==> src/rtl/tick_scheduler_if.sv <==
// Bus bundle for tick_scheduler: tick input, channel configuration, acknowledge
// and the expiry/status outputs. Clock and reset stay outside the bundle.
`timescale 1ns/1ps

interface tick_scheduler_if #(
    parameter int NUM_CH = 4,
    parameter int IDX_W  = 2,
    parameter int CNT_W  = 8
);
    logic              tick;
    logic              cfg_valid;
    logic              cfg_ready;
    logic [IDX_W-1:0]  cfg_ch;
    logic [CNT_W-1:0]  cfg_period;
    logic              cfg_periodic;
    logic              cfg_stop;
    logic              ack_valid;
    logic [IDX_W-1:0]  ack_ch;
    logic [NUM_CH-1:0] expire;
    logic [NUM_CH-1:0] pending;
    logic              busy;
    logic              overrun;

    modport master (
        output tick, cfg_valid, cfg_ch, cfg_period, cfg_periodic, cfg_stop,
               ack_valid, ack_ch,
        input  cfg_ready, expire, pending, busy, overrun
    );

    modport slave (
        input  tick, cfg_valid, cfg_ch, cfg_period, cfg_periodic, cfg_stop,
               ack_valid, ack_ch,
        output cfg_ready, expire, pending, busy, overrun
    );
endinterface

==> src/rtl/tick_scheduler.sv <==
// NUM_CH software timers driven by the 10 ms tick, serviced by one shared
// decrementer that a scan FSM walks across the channels, one per clock.
`timescale 1ns/1ps

module tick_scheduler #(
    parameter int NUM_CH = 4,
    parameter int IDX_W  = 2,
    parameter int CNT_W  = 8
) (
    input logic             clk,
    input logic             Reset,
    tick_scheduler_if.slave bus
);
    typedef enum logic {S_IDLE, S_SCAN} state_t;

    state_t            r_state;
    logic [IDX_W-1:0]  r_idx;
    logic              r_tick_pend;
    logic              r_overrun;
    logic [NUM_CH-1:0] r_expire;
    logic [NUM_CH-1:0] r_pending;
    logic [NUM_CH-1:0] r_armed;
    logic [NUM_CH-1:0] r_periodic;
    logic [CNT_W-1:0]  r_period [NUM_CH];
    logic [CNT_W-1:0]  r_count  [NUM_CH];

    logic              w_cfg_ready;
    logic              w_cfg_fire;
    logic              w_cfg_disarm;
    logic              w_last;
    logic              w_scan_armed;
    logic              w_scan_hit;
    logic [CNT_W-1:0]  w_scan_cnt;
    logic [NUM_CH-1:0] w_pending_nxt;

    assign w_cfg_ready  = (r_state == S_IDLE) && !bus.tick && !r_tick_pend;
    assign w_cfg_fire   = bus.cfg_valid && w_cfg_ready;
    assign w_cfg_disarm = bus.cfg_stop || (bus.cfg_period == '0);
    assign w_last       = (r_idx == IDX_W'(NUM_CH - 1));
    assign w_scan_armed = (r_state == S_SCAN) && r_armed[r_idx];
    assign w_scan_cnt   = r_count[r_idx];
    assign w_scan_hit   = w_scan_armed && (w_scan_cnt == CNT_W'(1));

    // Expiry set is applied after the ack clear so a same-cycle set wins.
    always_comb begin
        w_pending_nxt = r_pending;
        if (bus.ack_valid) begin
            w_pending_nxt[bus.ack_ch] = 1'b0;
        end
        if (w_scan_hit) begin
            w_pending_nxt[r_idx] = 1'b1;
        end
    end

    always_ff @(posedge clk) begin
        if (Reset) begin
            r_state     <= S_IDLE;
            r_idx       <= '0;
            r_tick_pend <= 1'b0;
            r_overrun   <= 1'b0;
            r_expire    <= '0;
            r_pending   <= '0;
            r_armed     <= '0;
            r_periodic  <= '0;
            for (int unsigned i = 0; i < NUM_CH; i++) begin
                r_period[i] <= '0;
                r_count[i]  <= '0;
            end
        end else begin
            r_expire  <= '0;
            r_pending <= w_pending_nxt;
            case (r_state)
                S_IDLE: begin
                    if (bus.tick || r_tick_pend) begin
                        r_state     <= S_SCAN;
                        r_idx       <= '0;
                        r_tick_pend <= 1'b0;
                    end else if (w_cfg_fire) begin
                        if (w_cfg_disarm) begin
                            r_armed[bus.cfg_ch] <= 1'b0;
                            r_count[bus.cfg_ch] <= '0;
                        end else begin
                            r_armed[bus.cfg_ch]    <= 1'b1;
                            r_periodic[bus.cfg_ch] <= bus.cfg_periodic;
                            r_period[bus.cfg_ch]   <= bus.cfg_period;
                            r_count[bus.cfg_ch]    <= bus.cfg_period;
                        end
                    end
                end
                S_SCAN: begin
                    if (w_scan_hit) begin
                        r_expire[r_idx] <= 1'b1;
                        if (r_periodic[r_idx]) begin
                            r_count[r_idx] <= r_period[r_idx];
                        end else begin
                            r_armed[r_idx] <= 1'b0;
                        end
                    end else if (w_scan_armed) begin
                        r_count[r_idx] <= w_scan_cnt - CNT_W'(1);
                    end

                    // The one-deep slot is consumed by the restart on the last
                    // channel; a tick landing while it is still full is lost.
                    if (w_last && r_tick_pend) begin
                        r_tick_pend <= 1'b0;
                        if (bus.tick) begin
                            r_overrun <= 1'b1;
                        end
                    end else if (bus.tick) begin
                        if (r_tick_pend) begin
                            r_overrun <= 1'b1;
                        end else begin
                            r_tick_pend <= 1'b1;
                        end
                    end

                    if (w_last) begin
                        r_idx   <= '0;
                        r_state <= r_tick_pend ? S_SCAN : S_IDLE;
                    end else begin
                        r_idx <= r_idx + IDX_W'(1);
                    end
                end
                default: begin
                    r_state <= S_IDLE;
                end
            endcase
        end
    end

    assign bus.cfg_ready = w_cfg_ready;
    assign bus.expire    = r_expire;
    assign bus.pending   = r_pending;
    assign bus.busy      = (r_state == S_SCAN);
    assign bus.overrun   = r_overrun;

endmodule

==> src/flat_wrapper.sv <==
// flat-port wrapper written by rule: the top's interface ports become plain ports
module tick_scheduler_flat 
#(
    parameter int NUM_CH = 4,
    parameter int IDX_W  = 2,
    parameter int CNT_W  = 8
)
  (clk, Reset, bus_tick, bus_cfg_valid, bus_cfg_ch, bus_cfg_period, bus_cfg_periodic, bus_cfg_stop, bus_ack_valid, bus_ack_ch, bus_cfg_ready, bus_expire, bus_pending, bus_busy, bus_overrun);
  tick_scheduler_if #(.NUM_CH(NUM_CH), .IDX_W(IDX_W), .CNT_W(CNT_W)) bus_i ();
  input logic clk;
  input logic Reset;
  input wire logic [$bits(bus_i.tick)-1:0] bus_tick;
  input wire logic [$bits(bus_i.cfg_valid)-1:0] bus_cfg_valid;
  input wire logic [$bits(bus_i.cfg_ch)-1:0] bus_cfg_ch;
  input wire logic [$bits(bus_i.cfg_period)-1:0] bus_cfg_period;
  input wire logic [$bits(bus_i.cfg_periodic)-1:0] bus_cfg_periodic;
  input wire logic [$bits(bus_i.cfg_stop)-1:0] bus_cfg_stop;
  input wire logic [$bits(bus_i.ack_valid)-1:0] bus_ack_valid;
  input wire logic [$bits(bus_i.ack_ch)-1:0] bus_ack_ch;
  output wire logic [$bits(bus_i.cfg_ready)-1:0] bus_cfg_ready;
  output wire logic [$bits(bus_i.expire)-1:0] bus_expire;
  output wire logic [$bits(bus_i.pending)-1:0] bus_pending;
  output wire logic [$bits(bus_i.busy)-1:0] bus_busy;
  output wire logic [$bits(bus_i.overrun)-1:0] bus_overrun;
  assign bus_i.tick = bus_tick;
  assign bus_i.cfg_valid = bus_cfg_valid;
  assign bus_i.cfg_ch = bus_cfg_ch;
  assign bus_i.cfg_period = bus_cfg_period;
  assign bus_i.cfg_periodic = bus_cfg_periodic;
  assign bus_i.cfg_stop = bus_cfg_stop;
  assign bus_i.ack_valid = bus_ack_valid;
  assign bus_i.ack_ch = bus_ack_ch;
  assign bus_cfg_ready = bus_i.cfg_ready;
  assign bus_expire = bus_i.expire;
  assign bus_pending = bus_i.pending;
  assign bus_busy = bus_i.busy;
  assign bus_overrun = bus_i.overrun;
  tick_scheduler #(.NUM_CH(NUM_CH), .IDX_W(IDX_W), .CNT_W(CNT_W)) u_core (.clk(clk), .Reset(Reset), .bus(bus_i));
endmodule
==> config.mk <==
export PLATFORM = sky130hd
export DESIGN_NAME = tick_scheduler_flat
export DESIGN_NICKNAME = d
export VERILOG_FILES = /design/src/rtl/tick_scheduler_if.sv /design/src/rtl/tick_scheduler.sv /design/src/flat_wrapper.sv
export SDC_FILE = /design/constraint.sdc
export NUM_CORES = 1
export LEC_CHECK = 0
export CORE_MARGIN = 8
export CORE_UTILIZATION = 55
export DETAILED_ROUTE_END_ITERATION = 16
export MAX_ROUTING_LAYER = met4
export PLACE_DENSITY = 0.84
export SKIP_CTS_REPAIR_TIMING = 1
export SYNTH_ARGS = -nofsm -noshare
export SYNTH_HDL_FRONTEND = slang
export SYNTH_SLANG_ARGS = --single-unit
==> constraint.sdc <==
create_clock -name clk -period 5.9 [get_ports clk]
set_clock_uncertainty 0.05 [all_clocks]
set_input_delay 0.59 -clock clk [delete_from_list [all_inputs] [get_ports clk]]
set_output_delay 0.59 -clock clk [all_outputs]
set_load 0.02 [all_outputs]
Word level (Yosys, flattened, before mapping)
Memories as Yosys holds them, arrays and structs flattened. A register that Yosys moved wholly into a read port is not among the register bits.
Cells that the tools add are included.
- register bits: 21
- RAM bits: 64
- output and inout port bits: 11
- word-level logic and storage cells: 135
- memories kept: 2
- memory list (name ; depth ; bits a word ; rd ports ; clocked after Yosys merged registers in ; write ports ; line ; text):
    u_core.r_count ; 4 ; 8 ; 1 ; 1 ; 4 ; tick_scheduler.sv:25 ; logic [CNT_W-1:0] r_count [NUM_CH];
    u_core.r_period ; 4 ; 8 ; 1 ; 1 ; 4 ; tick_scheduler.sv:24 ; logic [CNT_W-1:0] r_period [NUM_CH];
- add/subtract/negate cells: 2
- order comparisons: 6
- eq/ne operators: 8
- multiplexer cells: 72
- bitwise logic cells: 14
- reductions and logical operators: 23
- operator list (cell ; number):
    $mux W1 ; 41
    $mux W8 ; 5
    $mux W4 ; 7
    $reduce_or A8 Y1 ; 3
    $mux W2 ; 9
    $and A4 B4 Y4 ; 3
    $not A4 Y4 ; 3
    $logic_and A1 B1 Y1 ; 9
    $lt A2 B3 Y1 const B ; 3
    $eq A8 B1 Y1 const B ; 1
    $logic_not A8 Y1 ; 1
    $ne A2 B2 Y1 const B ; 4
    $or A4 B4 Y4 ; 2
    $pmux W4 S2 ; 1
    $reduce_and A4 Y1 ; 2
    $sub A8 B1 Y8 const B ; 1
    $demux W1 S2 ; 3
    $ge A2 B1 Y1 const B ; 3
    $bmux W1 S2 ; 2
    $bwmux W4 ; 1
    $not A1 Y1 ; 4
    $pmux W1 S2 ; 2
    $pmux W2 S2 ; 1
    $ne A3 B3 Y1 const B ; 1
    other kinds (10) ; 13

Logic depth before layout (Yosys ltp)
- depth after elaboration: 13
- mapped depth: 11

Worst setup path before layout
OpenSTA, ideal clock, no wires.
- path type: register to register
- start point: reg (tool-made name)
- end point: mem u_core.r_count[1][0] (enable)
- setup time: 0.329 ns
- data arrival time: 2.805 ns
- required time: 5.521 ns
- setup slack: 2.716 ns
- stages on the path, launching flop included: 10
- path buffers: 3
- clock period less this slack: 3.184 ns
- cell sequence: dfxtp_1 -> buf_4 -> mux4_2 -> or4_1 -> buf_2 -> o41ai_4 -> o221ai_2 -> nand2b_1 -> buf_2 -> nand2_1
- RTL lines (element ; line):
    to (decl) ; tick_scheduler.sv:25

==> summary.md <==
| Metric | Value |
|---|---|
| CP Data Arrival Time | 3980 ps |
| Lkg Pwr | 0.00173 uW |
| Number of global-route vias before repair | 3,086 |
| Synth top area share | 45.0% |
| Post-synthesis xor/xnor area fraction | 1.02% |
| Synthesized instance count | 369 |
| Net Switching | 311 uW |
| Largest family of logic cells by synthesized area | simple AND/OR/NAND/NOR gates |
| Clock buffer count from CTS | 9 |
| Worst hold path class | reg -> reg |
| Final wirelength | 9670 um |
| Diodes inserted | 0 |
| Area delta synth->final | 13.0% |
| Core area | 0.00765 mm^2 |
| Via count | 3,052 |
| Most numerous cell in the Yosys netlist | nor2_1 |
| Fin area | 0.00483 mm^2 |
| Max-cap viol count | 0 |
| DRT Pass-1 Iters | 5 |
| H-tree level count | 3 |
| Fin. max-slew vios | 0 |
| Worst Tran Pin Value | 1250 ps |
| Ports | 30 |
| Endpoint class of the critical path | flop |
| Max clock buf depth | 2 |
| Internal power | 933 uW |
| Worst Hold Slack | 454 ps |
| Global-route wire length before repair | 15,600 um |
| Final setup fails | 0 |
| YS warnings | 0 |
| Distinct cells, synth | 52 |
| Fill count | 594 |
| Post-synth EDFFs | 64 |
| RSZ-0062 raised after global routing | false |
| Worst vdd ir | 0.000210 V |
| GP Congestion | 0.964 |
| Synth top area cells | edfxtp_1 (45%), dfxtp_1 (11%), mux4_2 (9.5%), nor2_1 (6.1%), inv_1 (2.4%) |
| Cell Area, Synth | 0.00427 mm^2 |
| Comb pwr share | 10.4% |
| Pwr Density | 258 mW/mm^2 |
| DP Area | 0.00463 mm^2 |
| Area of the multi-input gates | 0.00171 mm^2 |
| Slew headroom | 16.0% |
| Drt wl/cell | 19.3 um |
| FFs w/ async S/R, synth | 0% |
| Hold Path Depth | 2 |
| Share of cells above drive strength 1 | 13.1% |
| Syn Nets | 394 |
| Synth Area in Compound Gates | 9.14% |
| Final setup TNS | 0 ps |
| Worst-path clk slew | 90 ps |
| Overflow after GRT | 0 |
| Post-synth top cells | nor2_1 (70), edfxtp_1 (64), inv_1 (27) |
| #FFs+latches synth | 87 |
| Number of nets with antenna violations after routing | 0 |
| Dpl hpwl | 7150 um |
| Total track usage | 18.7% |
| Multiplexer share of the synthesized area | 12.9% |
| Std cell rows | 32 |
| CTS tree | done |
| Worst r2r path cells | 6 |
| Largest net degree at the start of global routing | 24 |
| Ys flop type | edfxtp_1 |
| WS Path Type | reg -> reg |
| DR iter-0 viols | 309 |
| Setup WS pre-CTS | 1820 ps |
| Final setup margin | 1950 ps |
| Clock power share | 33.2% |
| Final min period | 3950 ps |
| Reg power frac | 56.4% |
| Avg Cell Area, Syn | 11.6 um^2 |
| Port Buffers | 29 |
| Clock Latency Late Sink | 360 ps |
| CTS sink count | 87 |
| Via/cell ratio | 6.10 |
| Worst-path maximum fanout | 19 |
| Die area | 0.0108 mm^2 |
| Hold Path Origin | u_core.r_periodic[0]$_SDFFE_PP0P_ |
| Sequential area share after synthesis | 55.8% |
| Final Util | 63.1% |
| Simple-Gate Fraction of Synth Area | 15.2% |
| Final hold violations | 0 |
| Net Sw Frac | 25.0% |
| Initial antenna violation count | 0 |
| Starting Density | 55.9% |
| CP startpoint kind | flop |
| Outcome | finished clean |
| Storage element area | 0.00238 mm^2 |
| Period utilization | 66.9% |
| Worst Path Required | 5930 ps |
| DRC Markers | 0 |
| Synth area leader | edfxtp_1 |
| Die W | 104 um |
| Fmax | 0.253 GHz |
| Adder-cell share of the synthesized area | 1.76% |
| Die H | 104 um |
| Clk root buf | clkbuf_8 |
| Nets | 418 |
## final timing paths
path,slack (ps),to
worst min-delay path,450,u_core.r_periodic[0]$_SDFFE_PP0P_
worst max register to register,1950,u_core.r_count[2][3]$_SDFFCE_PN0P_
worst max-delay path,1950,u_core.r_count[2][3]$_SDFFCE_PN0P_
worst min register to register,450,u_core.r_periodic[0]$_SDFFE_PP0P_
## through the flow
step,std cells,power [uW]
after floorplan,369,796
after global placement,484,838
after detailed placement,484,843
after CTS,500,1250
after global routing,500,1290
final,500,1240
## placed cells by master (no fill, tap or decap), types with 2 or more instances in the layout
cell             netlist  layout
a31oi_1                6       6
mux2_2                 4       4
dfxtp_1               23      23
nand2b_1               5       5
nor2b_1                2       2
nor4_1                 4       4
clkdlybuf4s50_1        0      29
o21ai_0               10      10
and3_1                 2       2
a2111oi_0              3       3
nand3b_1               3       3
ha_1                   6       6
inv_1                 27      27
edfxtp_1              64      64
or4_1                  2       2
nand2_1               23      23
nor2_1                70      70
o31ai_1                2       2
o22a_1                 2       2
clkinv_1               0       2
o22ai_1                3       3
inv_6                  0       2
mux4_2                18      18
or3_1                  4       4
nand3_1                4       4
or3b_2                 2       2
o211ai_1               3       3
a21oi_1                8       8
nor3_1                13      13
a31o_2                 4       4
buf_4                  1       3
mux2i_1               10      10
xor2_1                 4       4
clkbuf_8               0       9
## worst max-delay path, cell delays in order, from the launching register on
cell and delay [ps]:
dfxtp_1 930, mux4_2 460, or4_1 700, o31ai_1 660
o21ai_0 240, a31oi_1 490, nor2_1 130
## final cells by class
cell class	instances	share of cell area [%]
Clock inverter	7	1.48
Inverter	27	2.10
Clock buffer	9	2.57
Tap cell	102	2.64
Timing Repair Buffer	32	6.48
Sequential cell	87	49.3
Multi-Input combinational cell	236	35.4
## sequential cells by signal, indices dropped and copies added (netlist names), named ones only
register            count
u_core.r_tick_pend      1
u_core.bus.overrun      1
u_core.r_period        32
u_core.r_count         32
u_core.r_idx            2
u_core.r_periodic       4
u_core.bus.pending      4
u_core.bus.busy         1
u_core.bus.expire       4
## per-layer routing
layer	vias up	share of wire, %	global-route usage (%)
li1	1406	-	-
met1	1476	42	22.9
met2	145	48	29.5
met3	25	6.5	3.16
met4	0	3.1	9.20
met5	-	0	-
## kinds of logic (layout without fill, tap and decap cells)
| group | Yosys count | in the layout |
|---|---|---|
| xor gates and xnor gates | 5 | 5 |
| and+or+nand+nor | 140 | 140 |
| DFF | 87 | 87 |
| buffers and inverters | 46 | 75 |
| AOI/OAI and AO/OA | 53 | 53 |
| muxes | 32 | 32 |
| adders and majority gates | 6 | 6 |
## power groups by stage
stage | sequential [uW] | clock, uW | combinational (uW)
2_1_floorplan | 701 | 0 | 95.4
3_3_place_gp | 714 | 0 | 124
3_5_place_dp | 716 | 0 | 127
4_1_cts | 702 | 419 | 128
5_1_grt | 705 | 440 | 140
6_report | 702 | 413 | 130
Note: power is estimated with default switching activity, not from simulation.
